$ cat config.mk
export PLATFORM = sky130hd
export DESIGN_NAME = h_dmux_stream
export DESIGN_NICKNAME = d
export VERILOG_FILES = /design/src/rtl/h_dmux_stream_pkg.sv /design/src/rtl/h_dmux_slot.sv /design/src/rtl/h_dmux_stream.sv
export SDC_FILE = /design/constraint.sdc
export NUM_CORES = 1
export LEC_CHECK = 0
export BUFFER_PORTS_ARGS = -buffer_cell sky130_fd_sc_hd__buf_2
export CAP_MARGIN = 40
export CORE_MARGIN = 2
export CORE_UTILIZATION = 30
export CTS_CLUSTER_SIZE = 40
export DETAILED_ROUTE_END_ITERATION = 8
export PLACE_DENSITY = 0.58
export SETUP_SLACK_MARGIN = 0.05
export SLEW_MARGIN = 10
export SYNTH_ARGS = -nofsm -noshare
export SYNTH_HDL_FRONTEND = slang
export SYNTH_SLANG_ARGS = --single-unit
$ cat constraint.sdc
create_clock -name clk -period 4.4 [get_ports clk]
set_clock_uncertainty 0.15 [all_clocks]
set_input_delay 0.22 -clock clk [delete_from_list [all_inputs] [get_ports clk]]
set_output_delay 0.22 -clock clk [all_outputs]
set_load 0.005 [all_outputs]
$ cat src/rtl/h_dmux_stream_pkg.sv
// Shared defaults for the h_dmux_stream family and a constant clog2 used to size sel.
package h_dmux_stream_pkg;

  function automatic int clog2(input int n);
    int r;
    r = 0;
    while ((1 << r) < n) r++;
    return (r < 1) ? 1 : r;
  endfunction

  localparam int DEF_W     = 8;
  localparam int DEF_N     = 4;
  localparam int DEF_SEL_W = clog2(DEF_N);
  localparam int DEF_CNT_W = 8;

endpackage

$ cat src/rtl/h_dmux_slot.sv
// One-entry holding register for one output channel; a load beats a drain in the same cycle.
module h_dmux_slot #(
  parameter int W = 8
) (
  input  logic         clk,
  input  logic         rst_n,
  input  logic         load,
  input  logic [W-1:0] d,
  input  logic         ready,
  output logic         valid,
  output logic [W-1:0] q,
  output logic         free
);

  // A full slot is free in its drain cycle so back-to-back words see no bubble.
  assign free = !valid || ready;

  always_ff @(posedge clk or negedge rst_n) begin
    if (!rst_n) begin
      valid <= 1'b0;
      q     <= '0;
    end else if (load) begin
      valid <= 1'b1;
      q     <= d;
    end else if (valid && ready) begin
      valid <= 1'b0;
    end
  end

endmodule

$ cat src/rtl/h_dmux_stream.sv
// Registered 1:N stream demultiplexer with broadcast, per-channel holding slots and a drop counter.
module h_dmux_stream
  import h_dmux_stream_pkg::*;
#(
  parameter int W     = DEF_W,
  parameter int N     = DEF_N,
  parameter int SEL_W = DEF_SEL_W,
  parameter int CNT_W = DEF_CNT_W
) (
  input  logic             clk,
  input  logic             rst_n,
  input  logic             in_valid,
  output logic             in_ready,
  input  logic [W-1:0]     in_data,
  input  logic [SEL_W-1:0] sel,
  input  logic             bcast,
  output logic [N-1:0]     out_valid,
  input  logic [N-1:0]     out_ready,
  output logic [N*W-1:0]   out_data,
  output logic             drop_pulse,
  output logic [CNT_W-1:0] drop_cnt
);

  logic [N-1:0] free;
  logic [N-1:0] load;
  logic         sel_ok;
  logic         sel_free;
  logic         accept;
  logic         drop;

  always_comb begin
    sel_ok   = ({1'b0, sel} < (SEL_W+1)'(N));
    sel_free = 1'b0;
    for (int k = 0; k < N; k++)
      if (sel == SEL_W'(k)) sel_free = free[k];
    // Out-of-range words are always taken so they can be counted and dropped.
    if (!rst_n)     in_ready = 1'b0;
    else if (bcast) in_ready = &free;
    else            in_ready = sel_ok ? sel_free : 1'b1;
    accept = in_valid && in_ready;
    drop   = accept && !bcast && !sel_ok;
    for (int k = 0; k < N; k++)
      load[k] = accept && (bcast || (sel_ok && (sel == SEL_W'(k))));
  end

  for (genvar k = 0; k < N; k++) begin : g_slot
    h_dmux_slot #(.W(W)) u_slot (
      .clk   (clk),
      .rst_n (rst_n),
      .load  (load[k]),
      .d     (in_data),
      .ready (out_ready[k]),
      .valid (out_valid[k]),
      .q     (out_data[k*W +: W]),
      .free  (free[k])
    );
  end

  always_ff @(posedge clk or negedge rst_n) begin
    if (!rst_n) begin
      drop_pulse <= 1'b0;
      drop_cnt   <= '0;
    end else begin
      drop_pulse <= drop;
      if (drop && !(&drop_cnt)) drop_cnt <= drop_cnt + 1'b1;
    end
  end

endmodule

Word-level counts from Yosys, hierarchy flattened

Cells that the tools add are included.

Register bits after elaboration: 36
Input port bits: 18

Eq/ne operators: 3
Muxes and demuxes: 14
Reductions and logical operators: 27

Operator list:

| cell                                                                   | count |
|---|---|
| 1-bit 2-to-1 mux                                                       | 14 |
| 1-bit logical AND                                                      | 9 |
| 1-bit logical OR                                                       | 8 |
| 2-bit nonzero test                                                     | 4 |
| 2-bit equality test (second input constant)                            | 2 |
| 1-bit logical NOT                                                      | 4 |
| 4-bit AND reduction                                                    | 1 |
| 2-bit by 1-bit equality test with 1-bit output (second input constant) | 1 |
| 2-bit logical NOT                                                      | 1 |

Longest topological paths before layout

Gate-level depths: netlist of the first run.

Depth in word-level cells: 11
Gate-level depth with buffers: 6

Hierarchy

From an unflattened synthesis of the first run, not the netlist that was laid out.

Cells, all modules: 107
Area total of the unflattened synthesis: 1701.6 sq um

By module, submodules not included:

| module        | instances | cells an instance | area each (sq um) | seq. area each (sq um) |
|---|---|---|---|---|
| h_dmux_slot   | 4         | 20                | 369.1             | 225.2 |
| h_dmux_stream | 1         | 27                | 225.2             | 0.0 |

Least setup slack after synthesis of the first run

OpenSTA, ideal clock, no wires.

Path type: reg-to-reg
Start point: register g_slot[3].u_slot.valid
End point: register g_slot[3].u_slot.q[0]
Arrival time: 1.629 ns
Data required time: 4.125 ns
Slack: 2.496 ns
Cell stages (with the launch flop): 7
Buffers on the path: 1
Period minus slack after synthesis: 1.904 ns
Cell sequence: dfrtp_1 -> nor2b_1 -> a221oi_2 -> nand4_2 -> nor2b_1 -> buf_4 -> mux2_2

Word-level cells in the longest chain between the ends: 7

Ends and longest elaborated chain:

| item                                                    | RTL line                                 | RTL |
|---|---|---|
| start, declared                                         | h_dmux_slot.sv:10                        | `output logic valid,` |
| start signal, assigned                                  | h_dmux_slot.sv:20                        | `valid <= 1'b0;` |
| start signal, assigned                                  | h_dmux_slot.sv:23                        | `valid <= 1'b1;` |
| start signal, assigned                                  | h_dmux_slot.sv:26                        | `valid <= 1'b0;` |
| 1-bit logical NOT *                                     | h_dmux_slot.sv:16                        | `assign free = !valid \|\| ready;` |
| 1-bit logical OR *                                      | h_dmux_slot.sv:16                        |  |
| 4-bit AND reduction or 1-bit 2-to-1 mux (tied branches) | h_dmux_stream.sv:38, h_dmux_stream.sv:35 |  |
| 1-bit 2-to-1 mux *                                      | h_dmux_stream.sv:38                      | `else if (bcast) in_ready = &free;` |
| 1-bit 2-to-1 mux *                                      | h_dmux_stream.sv:37                      | `if (!rst_n) in_ready = 1'b0;` |
| 1-bit logical AND *                                     | h_dmux_stream.sv:40                      | `accept = in_valid && in_ready;` |
| 1-bit logical AND *                                     | h_dmux_stream.sv:43                      | `load[k] = accept && (bcast \|\| (sel_ok && (sel == SEL_W'(k))));` |
| end signal, assigned                                    | h_dmux_slot.sv:21                        | `q <= '0;` |
| end signal, assigned                                    | h_dmux_slot.sv:24                        | `q <= d;` |
| end, declared                                           | h_dmux_slot.sv:11                        | `output logic [W-1:0] q,` |

Every way passes the cells marked *; elsewhere a longest branch is shown, timed or not.
A chain may end at the register's enable or synchronous reset.

Final worst setup path of the first run

Start point: input port rst_n
End point: register g_slot[3].u_slot.q[5]

Word-level cells in the longest chain between the ends: 3

Ends and longest elaborated chain:

| item              | RTL line            | RTL |
|---|---|---|
| start, declared   | h_dmux_stream.sv:11 | `input logic rst_n,` |
| 1-bit 2-to-1 mux  | h_dmux_stream.sv:37 |  |
| 1-bit logical AND | h_dmux_stream.sv:40 |  |
| 1-bit logical AND | h_dmux_stream.sv:43 |  |

No other way between the ends.

==> impl_metrics.sql, run 1 <==
INSERT INTO impl_metrics (metric_group, metric, value, unit) VALUES
('routing', 'firstDrtPassIters', '4', ''),
('power', 'seq_power_share', '50.8', '%'),
('setup_path', 'cp_data_required_time', '4.42', 'ns'),
('clock_tree', 'htreeDepth', '2', ''),
('sta', 'finalSetupViolations', '0', ''),
('floorplanning', 'boundaryPins', '64', ''),
('routing', 'drtIter0Drc', '48', ''),
('sta', 'hold_violations', '0', ''),
('synth', 'ys_seq_area_share', '58.2', '%'),
('synth', 'syn_area_per_cell', '14.3', 'um^2'),
('cells_and_area', 'layout_commonest_cell', 'sky130_fd_sc_hd__buf_2', ''),
('clock_tree', 'cts.sinks', '36', ''),
('clock_tree', 'tritoncts', 'done', ''),
('sta', 'layout_worst_path_cycle_share', '55.3', '%'),
('flow_run', 'cap_viol_max_count', '0', ''),
('power', 'swShare', '27.5', '%'),
('routing', 'wl_per_cell', '14.1', 'um'),
('worst_hold_path', 'worstHoldPathType', 'in -> reg', ''),
('setup_path', 'crit_path_end_kind', 'flop', ''),
('clock_tree', 'cts.reportedPaths.clkPinSlew', '0.06', 'ns'),
('routing', 'ant_nets', '0', ''),
('placement', 'port_buffers', '54', ''),
('global_routing', 'first_global_vias', '1044', ''),
('sta', 'final_max_slew_viol_count', '0', ''),
('power', 'power.density', '478', 'nW/um^2'),
('floorplanning', 'number_of_placement_rows', '26', ''),
('sta', 'grt_setup_unrepaired', 'no', ''),
('power', 'comb_power_share', '25.7', '%'),
('power', 'internal_power', '667', 'uW'),
('power', 'maximum_resistive_drop_on_vdd', '0.202', 'mV'),
('floorplanning', 'floorplan.die_area', '5750', 'um^2'),
('synth', 'synth_area_leaders', 'sky130_fd_sc_hd__dfrtp_1, sky130_fd_sc_hd__mux2_2, sky130_fd_sc_hd__buf_4', ''),
('global_routing', 'antenna_violations_before_repair', '0', ''),
('routing', 'vias', '1013', ''),
('setup_path', 'timing.setup.critical_path_class', 'in -> reg', ''),
('floorplanning', 'standard_cell_core_area', '5040', 'um^2'),
('setup_path', 'worstPathMaxFanout', '5', ''),
('sta', 'tns', '0', 'ns'),
('floorplanning', 'starting_density_of_the_core', '30.7', '%'),
('sta', 'post-route-min-period', '2.43', 'ns'),
('synth', 'synth.yosys.warnings', '0', ''),
('setup_path', 'worst_ep_arrival_time', '2.45', 'ns'),
('cells_and_area', 'most-common-layout-cells', 'sky130_fd_sc_hd__buf_2, sky130_fd_sc_hd__dfrtp_1, sky130_fd_sc_hd__mux2_2', ''),
('synth', 'post_synth_num_cell_types', '18', ''),
('synth', 'synth-seq-cells', '36', ''),
('clock_tree', 'cts-root-to-sink-buffers', '2', ''),
('setup_path', 'timing.critical_path.from_type', 'input port', ''),
('cells_and_area', 'finalCoreUtilization', '38.2', '%'),
('global_routing', 'first_pass_grt_wire_length', '5250', 'um'),
('sta', 'tightest_slew', '0.719', 'ns'),
('placement', 'detailedPlacementHpwl', '2570', 'um'),
('clock_tree', 'cts_buffers', '5', ''),
('power', 'power.share.clock', '23.4', '%'),
('synth', 'synth_area', '1550', 'um^2'),
('cells_and_area', 'final_layout_net_count', '183', ''),
('global_routing', 'grt_start_max_net_pins', '37', ''),
('global_routing', 'global_route_total_overflow', '0', ''),
('routing', 'finalWirelength', '3320', 'um'),
('clock_tree', 'worst_skew_pair.late_latency', '0.28', 'ns'),
('floorplanning', 'die-height', '75.8', 'um'),
('placement', 'place_congestion', '0.759', ''),
('clock_tree', 'cts.repair.resized', '0', ''),
('clock_tree', 'clockRootBuffer', 'sky130_fd_sc_hd__clkbuf_8', ''),
('synth', 'synth_top_area_cell', 'sky130_fd_sc_hd__dfrtp_1', ''),
('synth', 'syn-instance-count', '108', ''),
('routing', 'detail_route.vias_per_cell', '4.31', ''),
('routing', 'drc', '0', ''),
('sta', 'clock.fmax', '411', 'MHz'),
('global_routing', 'globalRouteTotalUtil', '12.7', '%'),
('power', 'p_sw', '253', 'uW'),
('floorplanning', 'die-width', '75.8', 'um'),
('synth', 'yosys.area.top_type_share', '58.2', '%'),
('outcome', 'result_of_the_run', 'finished, final reports clean', ''),
('power', 'leakage', '0.000933', 'uW'),
('cells_and_area', 'antenna_cells', '0', ''),
('sta', 'max_slew_margin', '52.0', '%'),
('cells_and_area', 'flow.area_growth_from_synthesis', '24.4', '%'),
('cells_and_area', 'layout-drive-gt1-share', '59.4', '%');
## registers in the layout (all words and copies together), names as in the netlist
signal	flops
g_slot.u_slot.valid	4
g_slot.u_slot.q	32
## per-layer routing
layer  global-route usage, %  routed length (um)
met5                       0                   0
met2                    21.0                1690
met1                    14.5                1340
met4                    6.43                  62
met3                    4.63                 230
## cell usage after synthesis, drive strengths merged
| cell type | n |
|---|---|
| dfrtp | 36 |
| mux2 | 32 |
| buf | 15 |
| nor2b | 7 |
| or2 | 4 |
| nor2 | 3 |
| inv | 2 |
| a21o | 1 |
| a21oi | 1 |
| a221oi | 1 |
| a32oi | 1 |
| and3 | 1 |
| conb | 1 |
| nand4 | 1 |
| o21ai | 1 |
| o21bai | 1 |
## metrics by stage
stage | setup slack [ns] | area (um^2) | power (uW) | instances | hold WS, ns
after floorplan | 2.50 | 1580 | 589 | 116 | -0.226
after global placement | 1.88 | 1830 | 702 | 226 | 0.149
after detailed placement | 1.95 | 1840 | 715 | 227 | 0.168
after CTS | 1.96 | 1930 | 939 | 235 | 0.0464
after global routing | 1.87 | 1930 | 978 | 235 | 0.0597
final | 1.97 | 1930 | 920 | 235 | 0.0558
## logic make-up after synthesis
family	after synthesis	share of synthesized area [%]
AO/OA/AOI/OAI	6	3.15
buffers and inverters	17	7.76
AND/OR/NAND/NOR	16	7.36
flip-flops	36	58.2
multiplexers	32	23.3
other	1	0.242
## critical path: stages
cell and delay [ns]:
sky130_fd_sc_hd__dlygate4sd3_1 0.53, sky130_fd_sc_hd__buf_2 0.12, sky130_fd_sc_hd__inv_1 0.05, sky130_fd_sc_hd__a221oi_2 0.21, sky130_fd_sc_hd__nand4_2 0.23, sky130_fd_sc_hd__nor2b_1 0.51
sky130_fd_sc_hd__buf_4 0.25, sky130_fd_sc_hd__mux2_2 0.33
## cell type report
cell class	instances	area, um^2
clock buffers	6	72.6
clock inverters	1	5.00
fillers	511	3120
inverters	2	7.51
multi-input cells	63	557
flip-flops and latches	36	901
well taps	70	87.6
repair buffers	57	295
## power by group through the flow
stage	Sequential (uW)	Combinational [uW]	Clock (uW)
after floorplan	476	113	0
final	468	237	215
after global placement	469	233	0
after CTS	469	242	227
after global routing	480	262	236
after detailed placement	473	242	0
## what timing repair did
item | in CTS | in global routing
hold buffers | 1 | 0
setup buffers | 0 | 0
hold endpoints to repair | 36 | 0
## path summary, 6_finish.rpt
path,slack (ns),from,depth (start not counted),endpoint
worst max-delay path,1.97,rst_n,8,g_slot[3].u_slot.q[5]$_DFFE_PN0P_
max in group asynchronous,3.38,rst_n,3,g_slot[1].u_slot.q[7]$_DFFE_PN0P_
min in group asynchronous,0.40,rst_n,3,g_slot[0].u_slot.q[4]$_DFFE_PN0P_
worst max register to register,1.97,g_slot[3].u_slot.valid$_DFFE_PN0P_,6,g_slot[3].u_slot.q[5]$_DFFE_PN0P_
worst min register to register,0.33,g_slot[3].u_slot.q[7]$_DFFE_PN0P_,1,g_slot[3].u_slot.q[7]$_DFFE_PN0P_
worst min-delay path,0.06,in_data[3],2,g_slot[0].u_slot.q[3]$_DFFE_PN0P_
Power figures use the tool's default switching activity.
==> run 2, diff against run 1 <==
--- a/config.mk
+++ b/config.mk
@@ -5,6 +5,7 @@
 export SDC_FILE = /design/constraint.sdc
 export NUM_CORES = 1
 export LEC_CHECK = 0
+export ABC_AREA = 1
 export BUFFER_PORTS_ARGS = -buffer_cell sky130_fd_sc_hd__buf_2
 export CAP_MARGIN = 40
 export CORE_MARGIN = 2
==> constraint.sdc (replaced) <==
create_clock -name clk -period 2 [get_ports clk]
set_clock_uncertainty 0.15 [all_clocks]
set_input_delay 0.1 -clock clk [delete_from_list [all_inputs] [get_ports clk]]
set_output_delay 0.1 -clock clk [all_outputs]
set_load 0.005 [all_outputs]
==> run 2 against run 1 <==
Die area increased by 20%. Utilization is 1.8 points higher. Register-to-register slack worse by 1.6 ns. Synthesized area grew 21%. Worst hold slack better by 0.081 ns. Worst setup slack lost 1.7 ns. Combinational power grew 150%. Non-clock buffer count increased by 16. Cell count grew 45%. Clock power rose by 140%.
==> impl_metrics.sql, run 2 <==
INSERT INTO impl_metrics (metric_group, metric, value, unit) VALUES
('floorplanning', 'starting_density_of_the_core', '31.4', '%'),
('sta', 'tns', '0', 'ns'),
('synth', 'post_synth_most_frequent_cells', 'sky130_fd_sc_hd__nand2_1, sky130_fd_sc_hd__dfrtp_1, sky130_fd_sc_hd__nand4_1, sky130_fd_sc_hd__buf_4, sky130_fd_sc_hd__nand2_2', ''),
('synth', 'synth.yosys.warnings', '0', ''),
('cells_and_area', 'top_regs', 'g_slot.u_slot.q (32), g_slot.u_slot.valid (4)', ''),
('setup_path', 'path_delay_family', 'buffers and inverters', ''),
('global_routing', 'globalRouteTotalUtil', '14.3', '%'),
('power', 'swShare', '31.9', '%'),
('power', 'p_sw', '674', 'uW'),
('setup_path', 'cp_data_required_time', '1.75', 'ns'),
('power', 'internal_power', '1440', 'uW'),
('floorplanning', 'die-height', '82.9', 'um'),
('global_routing', 'antenna_violations_before_repair', '0', ''),
('placement', 'port_buffers', '54', ''),
('clock_tree', 'htreeDepth', '2', ''),
('cells_and_area', 'largest_register', 'g_slot.u_slot.q', ''),
('floorplanning', 'floorplan.die_area', '6880', 'um^2'),
('global_routing', 'global_route_total_overflow', '0', ''),
('clock_tree', 'worst_skew_pair.late_latency', '0.28', 'ns'),
('routing', 'ant_nets', '0', ''),
('sta', 'layout_worst_path_cycle_share', '86.9', '%'),
('routing', 'finalWirelength', '4910', 'um'),
('floorplanning', 'boundaryPins', '64', ''),
('setup_path', 'timing.critical_path.from_type', 'input port', ''),
('placement', 'placedCellCount', '315', ''),
('placement', 'place_area', '2130', 'um^2'),
('power', 'comb_power_share', '28.0', '%'),
('synth', 'synth_enable_flop_cells', '0', ''),
('setup_path', 'timing.critical_path.depth', '9', ''),
('cells_and_area', 'largest_reg_flops', '32', ''),
('synth', 'postSynth.topFlopCell', 'sky130_fd_sc_hd__dfrtp_1', ''),
('synth', 'synth-seq-cells', '36', ''),
('sta', 'finalHoldWorstSlack', '0.136', 'ns'),
('sta', 'final.setup.worst_slack', '0.261', 'ns'),
('synth', 'postSynth.asyncResetShare', '100', '%'),
('worst_hold_path', 'worstHoldPathType', 'in -> reg', ''),
('clock_tree', 'cts.sinks', '36', ''),
('routing', 'firstDrtPassIters', '4', ''),
('flow_run', 'cap_viol_max_count', '0', ''),
('cells_and_area', 'most-common-layout-cells', 'sky130_fd_sc_hd__nand2_1, sky130_fd_sc_hd__buf_2, sky130_fd_sc_hd__dfrtp_1', ''),
('clock_tree', 'cts_buffers', '5', ''),
('cells_and_area', 'antenna_cells', '0', ''),
('routing', 'vias', '1557', ''),
('setup_path', 'worstPathMaxFanout', '8', ''),
('sta', 'final_max_slew_viol_count', '0', ''),
('global_routing', 'grt_start_max_net_pins', '34', ''),
('worst_hold_path', 'hold_path_depth', '4', ''),
('synth', 'yosysMostFrequentCell', 'sky130_fd_sc_hd__nand2_1', ''),
('setup_path', 'timing.setup.critical_path_class', 'in -> out', ''),
('cells_and_area', 'final_cell_count_no_fill', '340', ''),
('setup_path', 'worst_ep_arrival_time', '1.49', 'ns'),
('routing', 'detail_route.vias_per_cell', '4.58', ''),
('cells_and_area', 'layout_commonest_cell', 'sky130_fd_sc_hd__nand2_1', ''),
('setup_path', 'critical_path.most_common_cell', 'sky130_fd_sc_hd__nand2_1', ''),
('power', 'leakage', '0.00127', 'uW'),
('routing', 'drtIter0Drc', '112', ''),
('floorplanning', 'die-width', '82.9', 'um'),
('synth', 'synth_area', '1870', 'um^2'),
('floorplanning', 'standard_cell_core_area', '5960', 'um^2'),
('cells_and_area', 'final_layout_net_count', '282', ''),
('clock_tree', 'clockRootBuffer', 'sky130_fd_sc_hd__clkbuf_8', ''),
('power', 'power.share.clock', '24.8', '%'),
('synth', 'post_synth_num_cell_types', '22', ''),
('floorplanning', 'number_of_placement_rows', '28', ''),
('power', 'power.density', '889', 'nW/um^2'),
('synth', 'syn_area_per_cell', '9.59', 'um^2'),
('synth', 'synth_top_area_cell', 'sky130_fd_sc_hd__dfrtp_1', ''),
('cells_and_area', 'layout-drive-gt1-share', '34.3', '%'),
('sta', 'post-route-min-period', '1.74', 'ns'),
('setup_path', 'crit_path_cell_trace', 'dlygate4sd3_1, buf_2, inv_1, nand2_1, nand2_1, nand2_1, nand3_4, nor2_8, buf_2', ''),
('synth', 'synth_area_leaders', 'sky130_fd_sc_hd__dfrtp_1, sky130_fd_sc_hd__nand2_1, sky130_fd_sc_hd__nand4_1', ''),
('placement', 'pre_cts_ws', '0.319', 'ns'),
('placement', 'detailedPlacementHpwl', '3330', 'um'),
('synth', 'yosys.area.top_type_share', '48.2', '%'),
('setup_path', 'cp_slowest_cell', 'sky130_fd_sc_hd__dlygate4sd3_1', ''),
('global_routing', 'first_global_vias', '1532', ''),
('setup_path', 'critical_path.max_stage_delay', '0.52', 'ns'),
('clock_tree', 'cts.reportedPaths.clkPinSlew', '0.06', 'ns'),
('setup_path', 'critical_path.n_buffers_inverters', '4', ''),
('cells_and_area', 'flow.area_growth_from_synthesis', '27.3', '%'),
('routing', 'wl_per_cell', '14.4', 'um'),
('sta', 'clock.fmax', '575', 'MHz'),
('synth', 'ys_seq_area_share', '48.2', '%'),
('clock_tree', 'cts-root-to-sink-buffers', '2', ''),
('routing', 'drc', '0', ''),
('power', 'seq_power_share', '47.2', '%'),
('placement', 'place_congestion', '0.747', ''),
('setup_path', 'worstRegToRegCells', '8', ''),
('sta', 'finalSetupViolations', '0', ''),
('power', 'maximum_resistive_drop_on_vdd', '0.398', 'mV'),
('sta', 'hold_violations', '0', ''),
('outcome', 'result_of_the_run', 'finished, final reports clean', ''),
('global_routing', 'first_pass_grt_wire_length', '7870', 'um'),
('setup_path', 'crit_path_end_kind', 'output port', ''),
('sta', 'grt_setup_unrepaired', 'no', ''),
('synth', 'syn-instance-count', '195', ''),
('cells_and_area', 'fin_area', '2380', 'um^2'),
('clock_tree', 'tritoncts', 'done', '');
## run 2: cell count changes after synthesis, moves of 7 or more
cell	change
sky130_fd_sc_hd__nand2_2	+7
sky130_fd_sc_hd__nor2b_1	-7
sky130_fd_sc_hd__nand4_1	+32
sky130_fd_sc_hd__nand2_1	+69
sky130_fd_sc_hd__mux2_2	-28
## run 2: path summary, 6_finish.rpt
check	from	end	slack, ns
setup / recovery	out_ready[2]	in_ready	0.26
hold / removal	sel[1]	g_slot[0].u_slot.q[1]$_DFFE_PN0P_	0.14
setup reg to reg	g_slot[1].u_slot.valid$_DFFE_PN0P_	g_slot[1].u_slot.q[3]$_DFFE_PN0P_	0.33
hold reg to reg	g_slot[1].u_slot.q[4]$_DFFE_PN0P_	g_slot[1].u_slot.q[4]$_DFFE_PN0P_	0.32
max in group asynchronous	rst_n	g_slot[2].u_slot.q[5]$_DFFE_PN0P_	1.26
min in group asynchronous	rst_n	g_slot[3].u_slot.q[1]$_DFFE_PN0P_	0.23
## run 2: kinds of logic after synthesis
kind of cell / count (synthesis) / share of synthesized area [%]
flops: 36 / 48.2
other cells: 1 / 0.201
simple gates: 125 / 39.4
buf+inv: 29 / 10.4
compound gates: 4 / 1.87
## run 2: final cells by class
cell class | instances | area, um^2
repair buffers | 73 | 445
inverters | 9 | 33.8
clock buffers | 8 | 90.1
fillers | 626 | 3580
well taps | 75 | 93.8
flip-flops and latches | 36 | 901
multi-input cells | 139 | 816
## run 2: layer usage
metal	routed length (um)	global-route usage [%]	share of wire [%]	vias up
met2	2280	22.9	46	50
li1	-	-	-	773
met1	2300	19.1	47	727
met4	59	3.58	1.2	0
met5	0	0	0	-
met3	274	3.78	5.6	7
## run 2: metrics by stage
step / total power (uW) / utilization, %
final: 2120 / 40.0
after global routing: 2260 / 40.0
after CTS: 2120 / 39.4
after detailed placement: 1570 / 35.7
after global placement: 1560 / 35.7
after floorplan: 1320 / -
## run 2: what timing repair did
item	4_1_cts	5_1_grt
endpoints found under the hold margin	69	0
endpoints found under the setup margin	0	1
hold buffers	13	0
gates resized for setup	0	0
setup buffers	0	3
## run 2: power groups by stage
stage / clock network [uW] / registers, uW / logic, uW
6_report: 525 / 999 / 592
5_1_grt: 571 / 1020 / 671
4_1_cts: 535 / 1000 / 580
3_5_place_dp: 0 / 1010 / 560
3_3_place_gp: 0 / 1010 / 549
2_1_floorplan: 0 / 1020 / 305
## run 2: worst register-to-register path: stages (launching register included)
cell                       delay, ns
sky130_fd_sc_hd__dfrtp_1        0.39
sky130_fd_sc_hd__nand2_2        0.11
sky130_fd_sc_hd__nand2_1        0.06
sky130_fd_sc_hd__nand2_1        0.12
sky130_fd_sc_hd__clkinv_1       0.17
sky130_fd_sc_hd__nor2_8         0.21
sky130_fd_sc_hd__nand4_4        0.18
sky130_fd_sc_hd__nand2_1        0.11
sky130_fd_sc_hd__nand2_1        0.05
